## src/rtl/mem_access_pkg.sv

```systemverilog
// Shared types and helpers for the parametrised load/store unit.
//   state_t    : access FSM states
//   size_t     : access size encoding (1, 2 or 4 bytes)
//   size_bytes : byte count of an access size
//   byte_mask  : byte-enable pattern of n bytes starting at lane, spanning two bus words
package mem_access_pkg;

  typedef enum logic [1:0] {IDLE, BEAT0, BEAT1, RESP} state_t;

  typedef enum logic [1:0] {
    SZ_BYTE = 2'd0,
    SZ_HALF = 2'd1,
    SZ_WORD = 2'd2
  } size_t;

  function automatic logic [2:0] size_bytes(input size_t size);
    return 3'd1 << size;
  endfunction

  // Low half of the result enables beat 0, high half (above BUS_BYTES) beat 1.
  function automatic logic [7:0] byte_mask(input logic [1:0] lane, input logic [2:0] n);
    logic [7:0] low;
    low = (8'd1 << n) - 8'd1;
    return low << lane;
  endfunction

endpackage

```

## src/rtl/mem_access_if.sv

```systemverilog
// Interfaces of the load/store unit.
//   mem_req_if : core side. master = execution core, slave = mem_access_unit.
//     req_valid/req_ready handshake, req_segment/offset/io/wr/size/wdata,
//     rsp_valid pulse with rsp_rdata/rsp_error, busy.
//   mem_bus_if : memory/IO bus side. master = mem_access_unit, slave = memory.
//     m_addr (bus-word address), m_data_out/m_data_in, m_access/m_ack beat
//     handshake, m_wr_en, m_bytesel lane enables.
interface mem_req_if #(parameter int BUS_BYTES = 2);
  logic                   req_valid;
  logic                   req_ready;
  logic [15:0]            req_segment;
  logic [15:0]            req_offset;
  logic                   req_io;
  logic                   req_wr;
  logic [1:0]             req_size;
  logic [8*BUS_BYTES-1:0] req_wdata;
  logic                   rsp_valid;
  logic [8*BUS_BYTES-1:0] rsp_rdata;
  logic                   rsp_error;
  logic                   busy;

  modport master (
    output req_valid, req_segment, req_offset, req_io, req_wr, req_size, req_wdata,
    input  req_ready, rsp_valid, rsp_rdata, rsp_error, busy
  );
  modport slave (
    input  req_valid, req_segment, req_offset, req_io, req_wr, req_size, req_wdata,
    output req_ready, rsp_valid, rsp_rdata, rsp_error, busy
  );
endinterface

interface mem_bus_if #(parameter int BUS_BYTES = 2, parameter int PHYS_ADDR_W = 20);
  logic [PHYS_ADDR_W-$clog2(BUS_BYTES)-1:0] m_addr;
  logic [8*BUS_BYTES-1:0]                   m_data_in;
  logic [8*BUS_BYTES-1:0]                   m_data_out;
  logic                                     m_access;
  logic                                     m_ack;
  logic                                     m_wr_en;
  logic [BUS_BYTES-1:0]                     m_bytesel;

  modport master (
    output m_addr, m_data_out, m_access, m_wr_en, m_bytesel,
    input  m_data_in, m_ack
  );
  modport slave (
    input  m_addr, m_data_out, m_access, m_wr_en, m_bytesel,
    output m_data_in, m_ack
  );
endinterface

```

## src/rtl/mem_access_beat_gen.sv

```systemverilog
// Combinational lane steering for one access.
//   i_active   : a beat is on the bus (outputs are zero otherwise)
//   i_second   : current beat is beat 1 of a split access
//   i_lane     : byte lane of the start address
//   i_size     : access size
//   i_wdata    : LSB-justified store data
//   i_rd_lo/hi : bus words holding the low / high part of the load
//   o_bytesel  : lane enables for the current beat
//   o_data_out : store data shifted into the current beat's lanes
//   o_rdata    : load data, LSB-justified, zero above the access size
module mem_access_beat_gen
  import mem_access_pkg::*;
#(
  parameter int BUS_BYTES = 2
) (
  input  logic                          i_active,
  input  logic                          i_second,
  input  logic [$clog2(BUS_BYTES)-1:0]  i_lane,
  input  size_t                         i_size,
  input  logic [8*BUS_BYTES-1:0]        i_wdata,
  input  logic [8*BUS_BYTES-1:0]        i_rd_lo,
  input  logic [8*BUS_BYTES-1:0]        i_rd_hi,
  output logic [BUS_BYTES-1:0]          o_bytesel,
  output logic [8*BUS_BYTES-1:0]        o_data_out,
  output logic [8*BUS_BYTES-1:0]        o_rdata
);

  localparam int DW = 8 * BUS_BYTES;
  localparam int SW = 2 * BUS_BYTES;

  logic [2:0]      w_n;
  logic [SW-1:0]   w_sel_pair;
  logic [2*DW-1:0] w_wr_pair;
  logic [DW-1:0]   w_keep;

  // Shifting across a double-width word yields both beats at once:
  // the low word is beat 0, the high word is beat 1.
  assign w_n        = size_bytes(i_size);
  assign w_sel_pair = SW'(byte_mask(2'(i_lane), w_n));
  assign w_wr_pair  = {{DW{1'b0}}, i_wdata} << {i_lane, 3'b000};

  always_comb begin
    // NOTE: every output gets a default first so no path leaves it unassigned (no latch).
    o_bytesel  = '0;
    o_data_out = '0;
    if (i_active) begin
      o_bytesel  = i_second ? w_sel_pair[SW-1:BUS_BYTES] : w_sel_pair[BUS_BYTES-1:0];
      o_data_out = i_second ? w_wr_pair[2*DW-1:DW]       : w_wr_pair[DW-1:0];
    end
  end

  always_comb begin
    w_keep = '0;
    for (int b = 0; b < BUS_BYTES; b++) begin
      w_keep[8*b +: 8] = (b < int'(w_n)) ? 8'hFF : 8'h00;
    end
  end

  assign o_rdata = DW'({i_rd_hi, i_rd_lo} >> {i_lane, 3'b000}) & w_keep;

endmodule

```

## src/rtl/mem_access_unit.sv

```systemverilog
// Load/store unit between the execution core and the memory/IO bus.
// Forms the segment:offset or IO address, splits accesses that cross a
// bus-word boundary into two beats, and aborts a hung beat after TIMEOUT
// cycles (0 = never).
//   clk, reset : clock, asynchronous active-high reset
//   req        : core-side request/response (mem_req_if.slave)
//   bus        : memory/IO bus beats (mem_bus_if.master)
module mem_access_unit
  import mem_access_pkg::*;
#(
  parameter int BUS_BYTES   = 2,
  parameter int PHYS_ADDR_W = 20,
  parameter int TIMEOUT     = 0
) (
  input  logic      clk,
  input  logic      reset,
  mem_req_if.slave  req,
  mem_bus_if.master bus
);

  localparam int LB = $clog2(BUS_BYTES);
  localparam int DW = 8 * BUS_BYTES;
  localparam int WW = PHYS_ADDR_W - LB;
  localparam int TW = (TIMEOUT > 1) ? $clog2(TIMEOUT) : 1;

  state_t                 r_state, w_next;
  logic [PHYS_ADDR_W-1:0] r_addr, w_lin;
  logic                   r_wr, r_split, r_rsp_error;
  size_t                  r_size;
  logic [DW-1:0]          r_wdata, r_lo, r_rsp_rdata;
  logic [TW-1:0]          r_tcnt;

  logic                   w_accept, w_split, w_active, w_timeout, w_done;
  logic [WW-1:0]          w_word;
  logic [DW-1:0]          w_rd_lo, w_rd_hi, w_merge;

  // Memory space wraps modulo 2^PHYS_ADDR_W; IO space is the bare offset.
  assign w_lin = req.req_io ? PHYS_ADDR_W'(req.req_offset)
                            : PHYS_ADDR_W'(24'({req.req_segment, 4'b0000}) + 24'(req.req_offset));

  assign w_accept  = (r_state == IDLE) && req.req_valid;
  assign w_split   = (int'(w_lin[LB-1:0]) + int'(size_bytes(size_t'(req.req_size)))) > BUS_BYTES;
  assign w_active  = (r_state == BEAT0) || (r_state == BEAT1);
  assign w_done    = w_active && bus.m_ack && ((r_state == BEAT1) || !r_split);
  assign w_timeout = (TIMEOUT > 0) && w_active && !bus.m_ack && (int'(r_tcnt) == TIMEOUT - 1);
  assign w_word    = r_addr[PHYS_ADDR_W-1:LB];

  // Beat 1 merges the captured beat-0 word (low) with the live bus word (high).
  assign w_rd_lo = (r_state == BEAT1) ? r_lo : bus.m_data_in;
  assign w_rd_hi = (r_state == BEAT1) ? bus.m_data_in : '0;

  // State register
  always_ff @(posedge clk or posedge reset) begin
    // NOTE: sequential state uses non-blocking assignments so every flop samples pre-edge values.
    if (reset) r_state <= IDLE;
    else       r_state <= w_next;
  end

  // Next-state logic
  always_comb begin
    w_next = r_state;
    unique case (r_state)
      IDLE:    if (req.req_valid) w_next = BEAT0;
      BEAT0:   if (bus.m_ack)     w_next = r_split ? BEAT1 : RESP;
               else if (w_timeout) w_next = RESP;
      BEAT1:   if (bus.m_ack || w_timeout) w_next = RESP;
      RESP:    w_next = IDLE;
      default: w_next = IDLE;
    endcase
  end

  // Outputs, decoded from registered state and the captured request only
  always_comb begin
    req.req_ready = (r_state == IDLE);
    req.busy      = (r_state != IDLE);
    req.rsp_valid = (r_state == RESP);
    req.rsp_rdata = r_rsp_rdata;
    req.rsp_error = r_rsp_error;
    bus.m_access  = w_active;
    bus.m_wr_en   = w_active && r_wr;
    bus.m_addr    = '0;
    if (w_active) bus.m_addr = (r_state == BEAT1) ? w_word + WW'(1) : w_word;
  end

  // Captured request, per-beat timer and response registers
  always_ff @(posedge clk or posedge reset) begin
    if (reset) begin
      r_addr      <= '0;
      r_wr        <= 1'b0;
      r_size      <= SZ_BYTE;
      r_wdata     <= '0;
      r_split     <= 1'b0;
      r_lo        <= '0;
      r_rsp_rdata <= '0;
      r_rsp_error <= 1'b0;
      r_tcnt      <= '0;
    end else begin
      if (w_accept) begin
        r_addr  <= w_lin;
        r_wr    <= req.req_wr;
        r_size  <= size_t'(req.req_size);
        r_wdata <= req.req_wdata;
        r_split <= w_split;
      end
      // Every beat entry is a state change, so this clears the timer per beat.
      if (w_next != r_state) r_tcnt <= '0;
      else if (w_active)     r_tcnt <= r_tcnt + TW'(1);
      if ((r_state == BEAT0) && bus.m_ack) r_lo <= bus.m_data_in;
      if (w_done) begin
        r_rsp_rdata <= r_wr ? '0 : w_merge;
        r_rsp_error <= 1'b0;
      end else if (w_timeout) begin
        r_rsp_rdata <= '0;
        r_rsp_error <= 1'b1;
      end
    end
  end

  mem_access_beat_gen #(.BUS_BYTES(BUS_BYTES)) u_beat_gen (
    .i_active   (w_active),
    .i_second   (r_state == BEAT1),
    .i_lane     (r_addr[LB-1:0]),
    .i_size     (r_size),
    .i_wdata    (r_wdata),
    .i_rd_lo    (w_rd_lo),
    .i_rd_hi    (w_rd_hi),
    .o_bytesel  (bus.m_bytesel),
    .o_data_out (bus.m_data_out),
    .o_rdata    (w_merge)
  );

endmodule

```

## src/flat_wrapper.sv

```systemverilog
// flat-port wrapper written by rule: the top's interface ports become plain ports
module mem_access_unit_flat import mem_access_pkg::*;
#(
  parameter int BUS_BYTES   = 2,
  parameter int PHYS_ADDR_W = 20,
  parameter int TIMEOUT     = 0
)
  (clk, reset, req_req_valid, req_req_segment, req_req_offset, req_req_io, req_req_wr, req_req_size, req_req_wdata, req_req_ready, req_rsp_valid, req_rsp_rdata, req_rsp_error, req_busy, bus_m_addr, bus_m_data_out, bus_m_access, bus_m_wr_en, bus_m_bytesel, bus_m_data_in, bus_m_ack);
  mem_req_if #(.BUS_BYTES(BUS_BYTES)) req_i ();
  mem_bus_if #(.BUS_BYTES(BUS_BYTES), .PHYS_ADDR_W(PHYS_ADDR_W)) bus_i ();
  input  logic clk;
  input  logic reset;
  input wire logic [$bits(req_i.req_valid)-1:0] req_req_valid;
  input wire logic [$bits(req_i.req_segment)-1:0] req_req_segment;
  input wire logic [$bits(req_i.req_offset)-1:0] req_req_offset;
  input wire logic [$bits(req_i.req_io)-1:0] req_req_io;
  input wire logic [$bits(req_i.req_wr)-1:0] req_req_wr;
  input wire logic [$bits(req_i.req_size)-1:0] req_req_size;
  input wire logic [$bits(req_i.req_wdata)-1:0] req_req_wdata;
  output wire logic [$bits(req_i.req_ready)-1:0] req_req_ready;
  output wire logic [$bits(req_i.rsp_valid)-1:0] req_rsp_valid;
  output wire logic [$bits(req_i.rsp_rdata)-1:0] req_rsp_rdata;
  output wire logic [$bits(req_i.rsp_error)-1:0] req_rsp_error;
  output wire logic [$bits(req_i.busy)-1:0] req_busy;
  output wire logic [$bits(bus_i.m_addr)-1:0] bus_m_addr;
  output wire logic [$bits(bus_i.m_data_out)-1:0] bus_m_data_out;
  output wire logic [$bits(bus_i.m_access)-1:0] bus_m_access;
  output wire logic [$bits(bus_i.m_wr_en)-1:0] bus_m_wr_en;
  output wire logic [$bits(bus_i.m_bytesel)-1:0] bus_m_bytesel;
  input wire logic [$bits(bus_i.m_data_in)-1:0] bus_m_data_in;
  input wire logic [$bits(bus_i.m_ack)-1:0] bus_m_ack;
  assign req_i.req_valid = req_req_valid;
  assign req_i.req_segment = req_req_segment;
  assign req_i.req_offset = req_req_offset;
  assign req_i.req_io = req_req_io;
  assign req_i.req_wr = req_req_wr;
  assign req_i.req_size = req_req_size;
  assign req_i.req_wdata = req_req_wdata;
  assign req_req_ready = req_i.req_ready;
  assign req_rsp_valid = req_i.rsp_valid;
  assign req_rsp_rdata = req_i.rsp_rdata;
  assign req_rsp_error = req_i.rsp_error;
  assign req_busy = req_i.busy;
  assign bus_m_addr = bus_i.m_addr;
  assign bus_m_data_out = bus_i.m_data_out;
  assign bus_m_access = bus_i.m_access;
  assign bus_m_wr_en = bus_i.m_wr_en;
  assign bus_m_bytesel = bus_i.m_bytesel;
  assign bus_i.m_data_in = bus_m_data_in;
  assign bus_i.m_ack = bus_m_ack;
  mem_access_unit #(.BUS_BYTES(BUS_BYTES), .PHYS_ADDR_W(PHYS_ADDR_W), .TIMEOUT(TIMEOUT)) u_core (.clk(clk), .reset(reset), .req(req_i), .bus(bus_i));
endmodule
```

## config.mk

```make
export PLATFORM = sky130hd
export DESIGN_NAME = mem_access_unit_flat
export DESIGN_NICKNAME = d
export VERILOG_FILES = /design/src/rtl/mem_access_pkg.sv /design/src/rtl/mem_access_if.sv /design/src/rtl/mem_access_beat_gen.sv /design/src/rtl/mem_access_unit.sv /design/src/flat_wrapper.sv
export SDC_FILE = /design/constraint.sdc
export NUM_CORES = 1
export LEC_CHECK = 0
export CAP_MARGIN = 20
export CORE_MARGIN = 4
export CORE_UTILIZATION = 49
export DETAILED_ROUTE_END_ITERATION = 16
export PLACE_DENSITY = 0.81
export SYNTH_ARGS = -nofsm -noshare
export SYNTH_HDL_FRONTEND = slang
export SYNTH_SLANG_ARGS = --single-unit
```

## constraint.sdc

```tcl
create_clock -name clk -period 3.1 [get_ports clk]
set_input_delay 0.62 -clock clk [delete_from_list [all_inputs] [get_ports clk]]
set_output_delay 0.62 -clock clk [all_outputs]
set_load 0.05 [all_outputs]
```

==> impl_metrics.csv, run 1 <==
group,metric,value,unit
routing,drt-total-wl,11800,um
yosys,yosysSeqAreaShare,39.0,%
grt,grt_pass1_wl,19400,um
cells_and_area,fin_util,72.7,%
grt,gr-total-overflow,0,
clock_network,numCtsBuffers,9,
yosys,synth_ff_type,"dfrtp_1",
grt,grt_pass1_vias,4071,
grt,antenna_found_initial,0,
clock_network,cts_max_path_buffers,2,
min_path,whs_endpoint,"u_core.req.rsp_rdata[11]",
setup_path,crit_path_end_kind,"output pin",
yosys,synth_area_per_cell,10.2,sq um
routing,vias,4065,
setup_path,r2r_cells,6,
floorplanning,rows,35,
grt,grt_max_degree,29,
timing,setup-tns-final,0,ns
yosys,netlist_area,4740,sq um
power_and_ir_drop,p_per_area,1210,nW/um^2
timing,final_max_slew_viol_count,0,
clock_network,cts_tree,"done",
floorplanning,initial_core_util,50.9,%
clock_network,clkTransAtPathRegs,0.08,ns
cells_and_area,final_area,6780,sq um
min_path,min_from,"u_core.req.rsp_rdata[11]",
setup_path,cpMaxStageDelayCell,"dfrtp_1",
cells_and_area,final_nets,687,
clock_network,cts_num_sinks,74,
timing,fin_worst_skew,0.00963,ns
floorplanning,pin_count,131,
floorplanning,dieHeight,106,um
timing,post-route-min-period,2.99,ns
setup_path,cp_data_required_time,2.48,ns
floorplanning,dieWidth,106,um
yosys,synth_edf_count,0,
setup_path,path_buf_inv,1,
setup_path,worstPathCellList,"and3_1, and3_2, nand4_4, nor4_4, nand3_1, xnor2_1, and2_1, buf_12",
floorplanning,die-area,11300,sq um
routing,wire_per_inst,16.2,um
min_path,hold_depth,2,
routing,drtIter0Drc,111,
setup_path,reg2reg_to,"u_core.req.rsp_rdata[15]",
timing,slew_headroom,53.5,%
timing,rsz0062_at_grt,"yes",
yosys,async_flop_share,100,%
cells_and_area,syn_to_final_growth,42.9,%
setup_path,worst-path-max-fanout,5,
timing,fmax,0.335,GHz
cells_and_area,drive_gt1_share,23.9,%
clock_network,h-tree-depth,3,
cells_and_area,fin_cells,727,
setup_path,critPathArrivalTime,2.37,ns
routing,first_pass_iters,5,
setup_path,max_stage_delay,0.43,ns
placement,hpwl,9170,um
yosys,synth_cells,463,
grt,grtUsageTotal,21.0,%
setup_path,cp_top_family,"simple AND/OR/NAND/NOR gates",
timing,setup_viol,0,
setup_path,start_kind,"flip-flop",
placement,gp_congestion,0.834,
cells_and_area,antennaDiodeCount,0,
timing,worst_pin_slew,0.696,ns
yosys,ys_seq_elements,74,
routing,drc,0,
placement,portBuffers,129,
yosys,netlist.top_cell.by_area,"dfrtp_1",
yosys,yosys.cell_types.count,53,
status,status,"finished clean",
setup_path,path_class,"flip-flop to output pin",
placement,placed_cells,709,
flow_run,drv_cap,0,
clock_network,clkLatencyLatePin,0.34,ns
power_and_ir_drop,leakagePower,2.83,nW
yosys,ys_warn_count,0,
yosys,synthTopCellsByArea,"dfrtp_1, mux2_2, ha_1",
timing,hold_viol_final,0,
min_path,hold_path.class,"flip-flop to flip-flop",
setup_path,reg2reg_slack,0.99,ns
yosys,yosysTopAreaCellShare,39.0,%
power_and_ir_drop,irDropWorstVdd,570,uV
setup_path,crit-reg2reg-launch,"u_core.r_state[0]",
yosys,synth_nets,557,
routing,postRouteAntennaNets,0,
timing,fin_crit_sh,96.3,%
routing,vias_per_cell,5.59,
placement,dpl-instance-area,6560,sq um
floorplanning,core-area,9330,sq um
clock_network,cts-root-buf,"clkbuf_8",
sequential cells by signal, indices dropped and copies added, names as in the netlist:
name                  count
u_core.r_split            1
u_core.r_wdata           16
u_core.r_lo              16
u_core.r_wr               1
u_core.r_addr            20
u_core.r_state            2
u_core.req.rsp_rdata     16
u_core.r_size             2
through the flow:
stage	setup WS, ns	power, mW	hold WS, ns
after detailed placement	0.0413	7.52	0.470
final	0.115	8.21	0.484
after global routing	-0.0385	8.64	0.517
after global placement	0.0755	7.39	0.466
after CTS	0.0692	8.24	0.489
after floorplan	-0.0423	5.17	0.472
cell usage after synthesis (11+ instances only):
master	count
nor2_1	27
nand2_1	32
clkbuf_1	17
xnor2_1	17
a21oi_1	21
mux2_2	47
inv_1	11
a22oi_1	16
o21ai_0	24
mux2i_1	13
and2_1	15
dfrtp_1	74
nor2b_1	16
ha_1	21
cells by family (layout without fill, tap and decap cells):
| kind of cell | count (synthesis) | count (layout) | synth area share [%] |
|---|---|---|---|
| compound gates | 104 | 104 | 15.0 |
| xor+xnor | 24 | 24 | 4.43 |
| fa+ha+maj | 22 | 22 | 5.96 |
| buf+inv | 37 | 172 | 3.11 |
| flops | 74 | 74 | 39.0 |
| mux | 68 | 68 | 17.7 |
| other cells | 1 | 1 | 0.0791 |
| simple gates | 133 | 133 | 14.6 |
cells in the final DEF, fill, tap and decap left out, types with 5 or more instances in the layout:
cell type / netlist / routed
ha_1: 21 / 21
mux4_2: 8 / 8
clkbuf_8: 0 / 9
nand3_1: 10 / 10
a22oi_1: 16 / 16
nand2_1: 32 / 32
mux2i_1: 13 / 13
or3_1: 6 / 6
and2_1: 15 / 13
nand4_1: 5 / 5
xnor2_1: 17 / 17
buf_4: 1 / 18
dfrtp_1: 74 / 74
buf_12: 0 / 37
o21ai_0: 24 / 24
xor2_1: 7 / 7
nor2b_1: 16 / 16
inv_1: 11 / 10
a21oi_1: 21 / 21
a22o_1: 9 / 9
clkdlybuf4s50_1: 0 / 90
a21boi_0: 5 / 5
nor3_1: 5 / 5
nor2_1: 27 / 26
mux2_2: 47 / 47
area by class of cell:
cell class              instances  area (sq um)
clock buffers                   9           124
repair buffers                145          1780
multi-input cells             352          2760
fillers                       667          2550
well taps                     129           161
clock inverters                 7          61.3
flip-flops and latches         74          1850
inverters                      11          41.3
metal layers:
layer	GRT usage [%]	wire, um	part of all wire (%)
met5	0	0	0
met2	36.8	6040	51
met4	5.83	141	1.2
met3	3.34	608	5.2
met1	26.9	4990	42
where the power goes:
| group | switching [mW] | total, mW | leakage, nW | internal [mW] |
|---|---|---|---|---|
| combinational | 3.13 | 5.73 | 1.83 | 2.60 |
| clock | 0.396 | 0.701 | 0.0884 | 0.304 |
| sequential | 0.363 | 1.78 | 0.912 | 1.42 |
worst max-delay path by stage:
stage	depth (start not counted)	slack, ns	start	end
global route	8	-0.04	u_core.r_addr[4]	bus_m_addr[17]
floorplan	4	-0.04	u_core.r_state[0]	bus_m_addr[11]
detailed placement	10	0.04	req_req_offset[4]	u_core.r_addr[16]
global placement	10	0.08	req_req_offset[4]	u_core.r_addr[16]
CTS	6	0.07	u_core.r_addr[4]	bus_m_addr[11]
finish	8	0.11	u_core.r_addr[4]	bus_m_addr[15]
worst register-to-register path, stage by stage, from the launching register on:
cell,delay [ns]
dfrtp_1,0.44
inv_1,0.10
ha_1,0.20
buf_4,0.33
o211ai_1,0.25
or3_1,0.52
o21ai_0,0.21
what timing repair did:
action	4_1_cts	5_1_grt
gates resized for setup	0	6
pin swaps	1	1
endpoints found under the setup margin	6	6
hold buffers	0	0
buffers inserted	2	0
(Power assumes the default switching activity.)
==> run 2: changes to the inputs <==
--- a/config.mk
+++ b/config.mk
@@ -9,7 +9,9 @@
 export CORE_MARGIN = 4
 export CORE_UTILIZATION = 49
 export DETAILED_ROUTE_END_ITERATION = 16
+export GPL_TIMING_DRIVEN = 0
 export PLACE_DENSITY = 0.81
+export REMOVE_ABC_BUFFERS = 1
 export SYNTH_ARGS = -nofsm -noshare
 export SYNTH_HDL_FRONTEND = slang
 export SYNTH_SLANG_ARGS = --single-unit
==> run 2 against run 1 <==
Hold slack got worse by 0.0055 ns. Power decreased by 8.9%. Via count fell by 1.2%. Critical endpoint is now bus_m_addr[1].
==> impl_metrics.csv, run 2 (synthesis gave the netlist of run 1 again) <==
group,metric,value,unit
status,status,"finished clean",
clock_network,cts_tree,"done",
timing,hold_viol_final,0,
min_path,hold_depth,2,
setup_path,reg2reg_to,"u_core.req.rsp_rdata[1]",
floorplanning,rows,35,
power_and_ir_drop,leakagePower,2.75,nW
grt,grt_pass1_vias,3980,
routing,drt-total-wl,11900,um
grt,grt_max_degree,72,
cells_and_area,antennaDiodeCount,0,
placement,gp_congestion,0.891,
placement,placed_cells,700,
cells_and_area,layout_common_cells,"clkdlybuf4s50_1, dfrtp_1, mux2_2",
routing,drtIter0Drc,145,
timing,slew_headroom,36.4,%
clock_network,cts_max_path_buffers,2,
timing,setup-tns-final,0,ns
min_path,min_from,"u_core.req.rsp_rdata[15]",
timing,worst_pin_slew,0.952,ns
routing,vias_per_cell,5.55,
grt,grtUsageTotal,20.4,%
setup_path,r2r_cells,6,
floorplanning,dieHeight,106,um
routing,drc,0,
timing,fin_worst_skew,0.0137,ns
floorplanning,pin_count,131,
setup_path,path_class,"flip-flop to output pin",
placement,portBuffers,129,
floorplanning,core-area,9330,sq um
clock_network,h-tree-depth,3,
setup_path,crit-reg2reg-launch,"u_core.r_state[1]",
routing,wire_per_inst,16.5,um
cells_and_area,fin_cells,724,
floorplanning,dieWidth,106,um
setup_path,worst-path-max-fanout,35,
placement,hpwl,8790,um
routing,first_pass_iters,4,
setup_path,cp_data_required_time,2.48,ns
flow_run,drv_cap,0,
timing,fin_crit_sh,96.6,%
timing,fmax,0.334,GHz
cells_and_area,largest_register_ffs,20,
floorplanning,initial_core_util,50.9,%
setup_path,critPathArrivalTime,2.38,ns
min_path,hold_path.class,"flip-flop to flip-flop",
clock_network,cts_num_sinks,74,
clock_network,cts_hold_buf,0,
setup_path,reg2reg_slack,0.60,ns
setup_path,crit_path_end_kind,"output pin",
power_and_ir_drop,irDropWorstVdd,545,uV
routing,postRouteAntennaNets,0,
setup_path,start_kind,"flip-flop",
cells_and_area,final_nets,685,
timing,post-route-min-period,3.00,ns
power_and_ir_drop,p_per_area,1150,nW/um^2
cells_and_area,final_common_cell,"clkdlybuf4s50_1",
grt,gr-total-overflow,0,
clock_network,clkLatencyLatePin,0.34,ns
cells_and_area,drive_gt1_share,21.8,%
grt,antenna_found_initial,0,
clock_network,numCtsBuffers,9,
cells_and_area,syn_to_final_growth,36.8,%
clock_network,clkTransAtPathRegs,0.08,ns
grt,grt_pass1_wl,18900,um
timing,final_max_slew_viol_count,0,
timing,setup_viol,0,
cells_and_area,top_register,"u_core.r_addr",
min_path,whs_endpoint,"u_core.req.rsp_rdata[15]",
clock_network,cts-root-buf,"clkbuf_8",
floorplanning,die-area,11300,sq um
routing,vias,4016,
==> run 2: cell types whose count changed in the layout (fill, tap and decap cells not counted), sizes merged <==
cell	before	now
clkdlybuf4s15	0	12
dlymetal6s2s	0	2
bufinv	0	3
inv	14	11
buf	55	19
clkbuf	9	20
clkdlybuf4s50	90	93
dlygate4sd2	0	7
clkinvlp	2	0
==> run 2: through the flow <==
step / power, mW / area, sq um / util, % / setup slack (ns) / hold WS, ns
after floorplan: 5.09 / 4640 / - / -0.694 / 0.472
after global placement: 6.47 / 6090 / 65.3 / -1.24 / 0.464
after detailed placement: 6.68 / 6190 / 66.4 / -1.35 / 0.470
after CTS: 7.54 / 6480 / 69.5 / 0.00692 / 0.473
after global routing: 7.90 / 6490 / 69.6 / -0.0220 / 0.479
final: 7.48 / 6490 / 69.6 / 0.104 / 0.478
==> run 2: layout make-up <==
class                   instances  area, sq um
clock buffers                  10          128
clock inverters                 5          104
fillers                       738         2840
inverters                      11         43.8
multi-input cells             352         2790
flip-flops and latches         74         1850
well taps                     129          161
repair buffers                143         1400
==> run 2: report_power, final <==
group	switching [mW]	leakage (nW)	internal, mW	total, mW
Clock	0.349	0.116	0.531	0.880
Combinational	2.93	1.73	1.84	4.78
Sequential	0.401	0.911	1.42	1.82
==> run 2: how the worst max path moves through the flow <==
| stage | from | endpoint | slack, ns |
|---|---|---|---|
| global route | u_core.r_addr[4] | bus_m_addr[17] | -0.02 |
| detailed placement | u_core.r_state[0] | bus_m_addr[17] | -1.35 |
| CTS | u_core.r_addr[4] | bus_m_addr[11] | 0.007 |
| finish | u_core.r_state[1] | bus_m_addr[1] | 0.10 |
| floorplan | u_core.r_state[0] | bus_m_addr[11] | -0.69 |
| global placement | u_core.r_state[0] | bus_m_addr[15] | -1.24 |
==> run 2: what timing repair did <==
action | in CTS | in global routing
pin swaps | 2 | 1
gates resized for setup | 93 | 34
setup buffers | 7 | 1
setup endpoints to repair | 47 | 22
hold endpoints to repair | 0 | 0
==> run 2: critical path, stage by stage, from the launching register on <==
cell             delay, ns
dfrtp_1               0.46
inv_1                 0.12
ha_4                  0.48
nor2b_1               0.17
clkdlybuf4s50_1       0.80
==> run 2: metal layers <==
metal	routed length [um]	up-vias	track usage, %
met5	0	-	0
met4	105	0	5.37
met3	769	10	3.95
met2	5910	133	35.8
met1	5130	1947	25.6
li1	-	1926	-
==> run 3: changes to the inputs <==
--- a/config.mk
+++ b/config.mk
@@ -7,10 +7,10 @@
 export LEC_CHECK = 0
 export CAP_MARGIN = 20
 export CORE_MARGIN = 4
-export CORE_UTILIZATION = 49
+export CORE_UTILIZATION = 29
 export DETAILED_ROUTE_END_ITERATION = 16
 export GPL_TIMING_DRIVEN = 0
-export PLACE_DENSITY = 0.81
+export PLACE_DENSITY = 0.53
 export REMOVE_ABC_BUFFERS = 1
 export SYNTH_ARGS = -nofsm -noshare
 export SYNTH_HDL_FRONTEND = slang
==> run 3 against run 2 <==
Wire length increased by 12%. Die area increased by 63%. Sequential power increased by 3%. First-iteration DRC count shrank 38%. Largest cell class unchanged. Largest power group unchanged.
==> impl_metrics.csv, run 3 (synthesis gave the netlist of run 1 again) <==
group,metric,value,unit
power_and_ir_drop,irDropWorstVdd,539,uV
cells_and_area,largest_register_ffs,20,
setup_path,cp_data_required_time,2.48,ns
clock_network,clkLatencyLatePin,0.33,ns
placement,gp_congestion,0.773,
clock_network,cts_num_sinks,74,
power_and_ir_drop,clock_power_share,14.6,%
floorplanning,dieWidth,136,um
cells_and_area,drive_gt1_share,21.3,%
cells_and_area,fin_cells,812,
setup_path,r2r_cells,6,
placement,hpwl,9850,um
flow_run,drv_cap,0,
min_path,hold_path.class,"flip-flop to flip-flop",
timing,post-route-min-period,2.95,ns
timing,slew_headroom,41.0,%
timing,final_max_slew_viol_count,0,
grt,grt_pass1_wl,21100,um
cells_and_area,top_register,"u_core.r_addr",
clock_network,h-tree-depth,3,
setup_path,reg2reg_slack,0.53,ns
power_and_ir_drop,p_per_area,1160,nW/um^2
floorplanning,initial_core_util,29.8,%
clock_network,cts_hold_buf,0,
setup_path,critPathArrivalTime,2.33,ns
min_path,min_from,"u_core.req.rsp_rdata[13]",
routing,drtIter0Drc,90,
routing,vias_per_cell,4.86,
routing,drt-total-wl,13300,um
timing,setup_viol,0,
floorplanning,die-area,18500,sq um
clock_network,numCtsBuffers,9,
placement,portBuffers,129,
setup_path,crit-reg2reg-launch,"u_core.r_state[1]",
setup_path,crit_path_end_kind,"output pin",
min_path,hold_depth,2,
routing,first_pass_iters,4,
cells_and_area,layout_common_cells,"clkdlybuf4s50_1, dfrtp_1, mux2_2",
clock_network,clkTransAtPathRegs,0.06,ns
status,status,"finished clean",
power_and_ir_drop,leakagePower,2.87,nW
grt,gr-total-overflow,0,
routing,wire_per_inst,16.4,um
min_path,whs_endpoint,"u_core.req.rsp_rdata[13]",
setup_path,max_stage_delay,0.40,ns
setup_path,reg2reg_to,"u_core.req.rsp_rdata[5]",
cells_and_area,final_common_cell,"clkdlybuf4s50_1",
timing,fin_worst_skew,0.00592,ns
timing,worst_pin_slew,0.882,ns
grt,grt_max_degree,50,
grt,antenna_found_initial,1,
cells_and_area,final_nets,687,
timing,hold_viol_final,0,
power_and_ir_drop,p_comb_share,61.5,%
timing,fin_crit_sh,95.1,%
placement,dpl-instance-area,6310,sq um
power_and_ir_drop,intPower,4.08,mW
clock_network,cts_tree,"done",
floorplanning,dieHeight,136,um
timing,fmax,0.339,GHz
floorplanning,core-area,15900,sq um
cells_and_area,syn_to_final_growth,42.2,%
grt,grt_pass1_vias,4212,
power_and_ir_drop,p_total,7.85,mW
setup_path,worstPathCellList,"and3_4, and3_2, nand4_4, nor4_4, nand3_1, xnor2_1, and2_1, buf_4",
floorplanning,rows,46,
clock_network,cts_max_path_buffers,2,
power_and_ir_drop,p_sw,3.77,mW
floorplanning,pin_count,131,
setup_path,worst-path-max-fanout,5,
setup_path,path_buf_inv,1,
placement,placed_cells,787,
cells_and_area,final_area,6750,sq um
setup_path,cpMaxStageDelayCell,"dfrtp_1",
setup_path,cp_top_family,"simple AND/OR/NAND/NOR gates",
routing,drc,0,
setup_path,start_kind,"flip-flop",
power_and_ir_drop,power.share.sequential,23.9,%
cells_and_area,filler_cell_count,1560,
cells_and_area,antennaDiodeCount,0,
setup_path,path_class,"flip-flop to output pin",
grt,grtUsageTotal,14.5,%
clock_network,cts-root-buf,"clkbuf_16",
power_and_ir_drop,switching_share,48.0,%
routing,vias,3947,
routing,postRouteAntennaNets,0,
-- run 3: how the worst max path moves through the flow --
stage / startpoint / endpoint / slack (ns) / cells past startpoint
4_1_cts: u_core.r_state[1] / bus_m_data_out[12] / 0.009 / 5
3_3_place_gp: u_core.r_state[0] / bus_m_addr[15] / -1.42 / 8
2_1_floorplan: u_core.r_state[0] / bus_m_addr[11] / -0.69 / 5
5_1_grt: u_core.r_addr[5] / bus_m_addr[17] / -0.002 / 8
6_report: u_core.r_addr[5] / bus_m_addr[15] / 0.15 / 8
3_5_place_dp: u_core.r_state[0] / bus_m_addr[17] / -0.74 / 8
-- run 3: worst reg2reg max path, delay by kind of cell (launching register included) --
kind | cells | cell delay [ns]
adders and majority gates | 1 | 0.51
and+or+nand+nor | 1 | 0.63
buffers and inverters | 2 | 0.40
AOI/OAI and AO/OA | 2 | 0.53
DFF | 1 | 0.45
-- run 3: repair_timing --
| item | CTS | global route |
|---|---|---|
| resized for setup | 104 | 14 |
| buffers inserted | 6 | 4 |
| pin swaps | 3 | 1 |
| endpoints found under the setup margin | 47 | 23 |
-- run 3: routing by layer --
layer  vias up  wire [um]  GRT usage, %
li1       1935          -             -
met1      1885       5870          17.9
met4         2         97          3.81
met2       111       6420          24.4
met5         -         13             0
met3        14        888          4.70
-- run 3: final cells by class --
type	instances	area, sq um	area share, %
Timing Repair Buffer	145	1450	21.5
Tap cell	216	270	4.01
Sequential cell	74	1860	27.5
Clock buffer	12	267	3.95
Inverter	11	43.8	0.649
Multi-Input combinational cell	352	2800	41.5
Clock inverter	2	60.1	0.890
-- run 3: power by group through the flow --
stage | Clock [mW] | Combinational (mW) | Sequential, mW
after floorplan | 0 | 3.08 | 2.01
after global placement | 0 | 4.76 | 1.84
after detailed placement | 0 | 4.88 | 1.88
after CTS | 1.18 | 4.85 | 1.88
after global routing | 1.22 | 5.18 | 1.95
final | 1.14 | 4.83 | 1.88
-- run 3: metrics by stage --
step	hold slack (ns)	worst slack (ns)	TNS, ns	util (%)
4_1_cts	0.487	0.00928	0	41.9
3_3_place_gp	0.466	-1.42	-105.75	38.9
3_5_place_dp	0.473	-0.736	-16.72	39.6
2_1_floorplan	0.472	-0.694	-3.38	-
6_report	0.482	0.153	0	42.3
5_1_grt	0.503	-0.00171	-0.00171	42.3
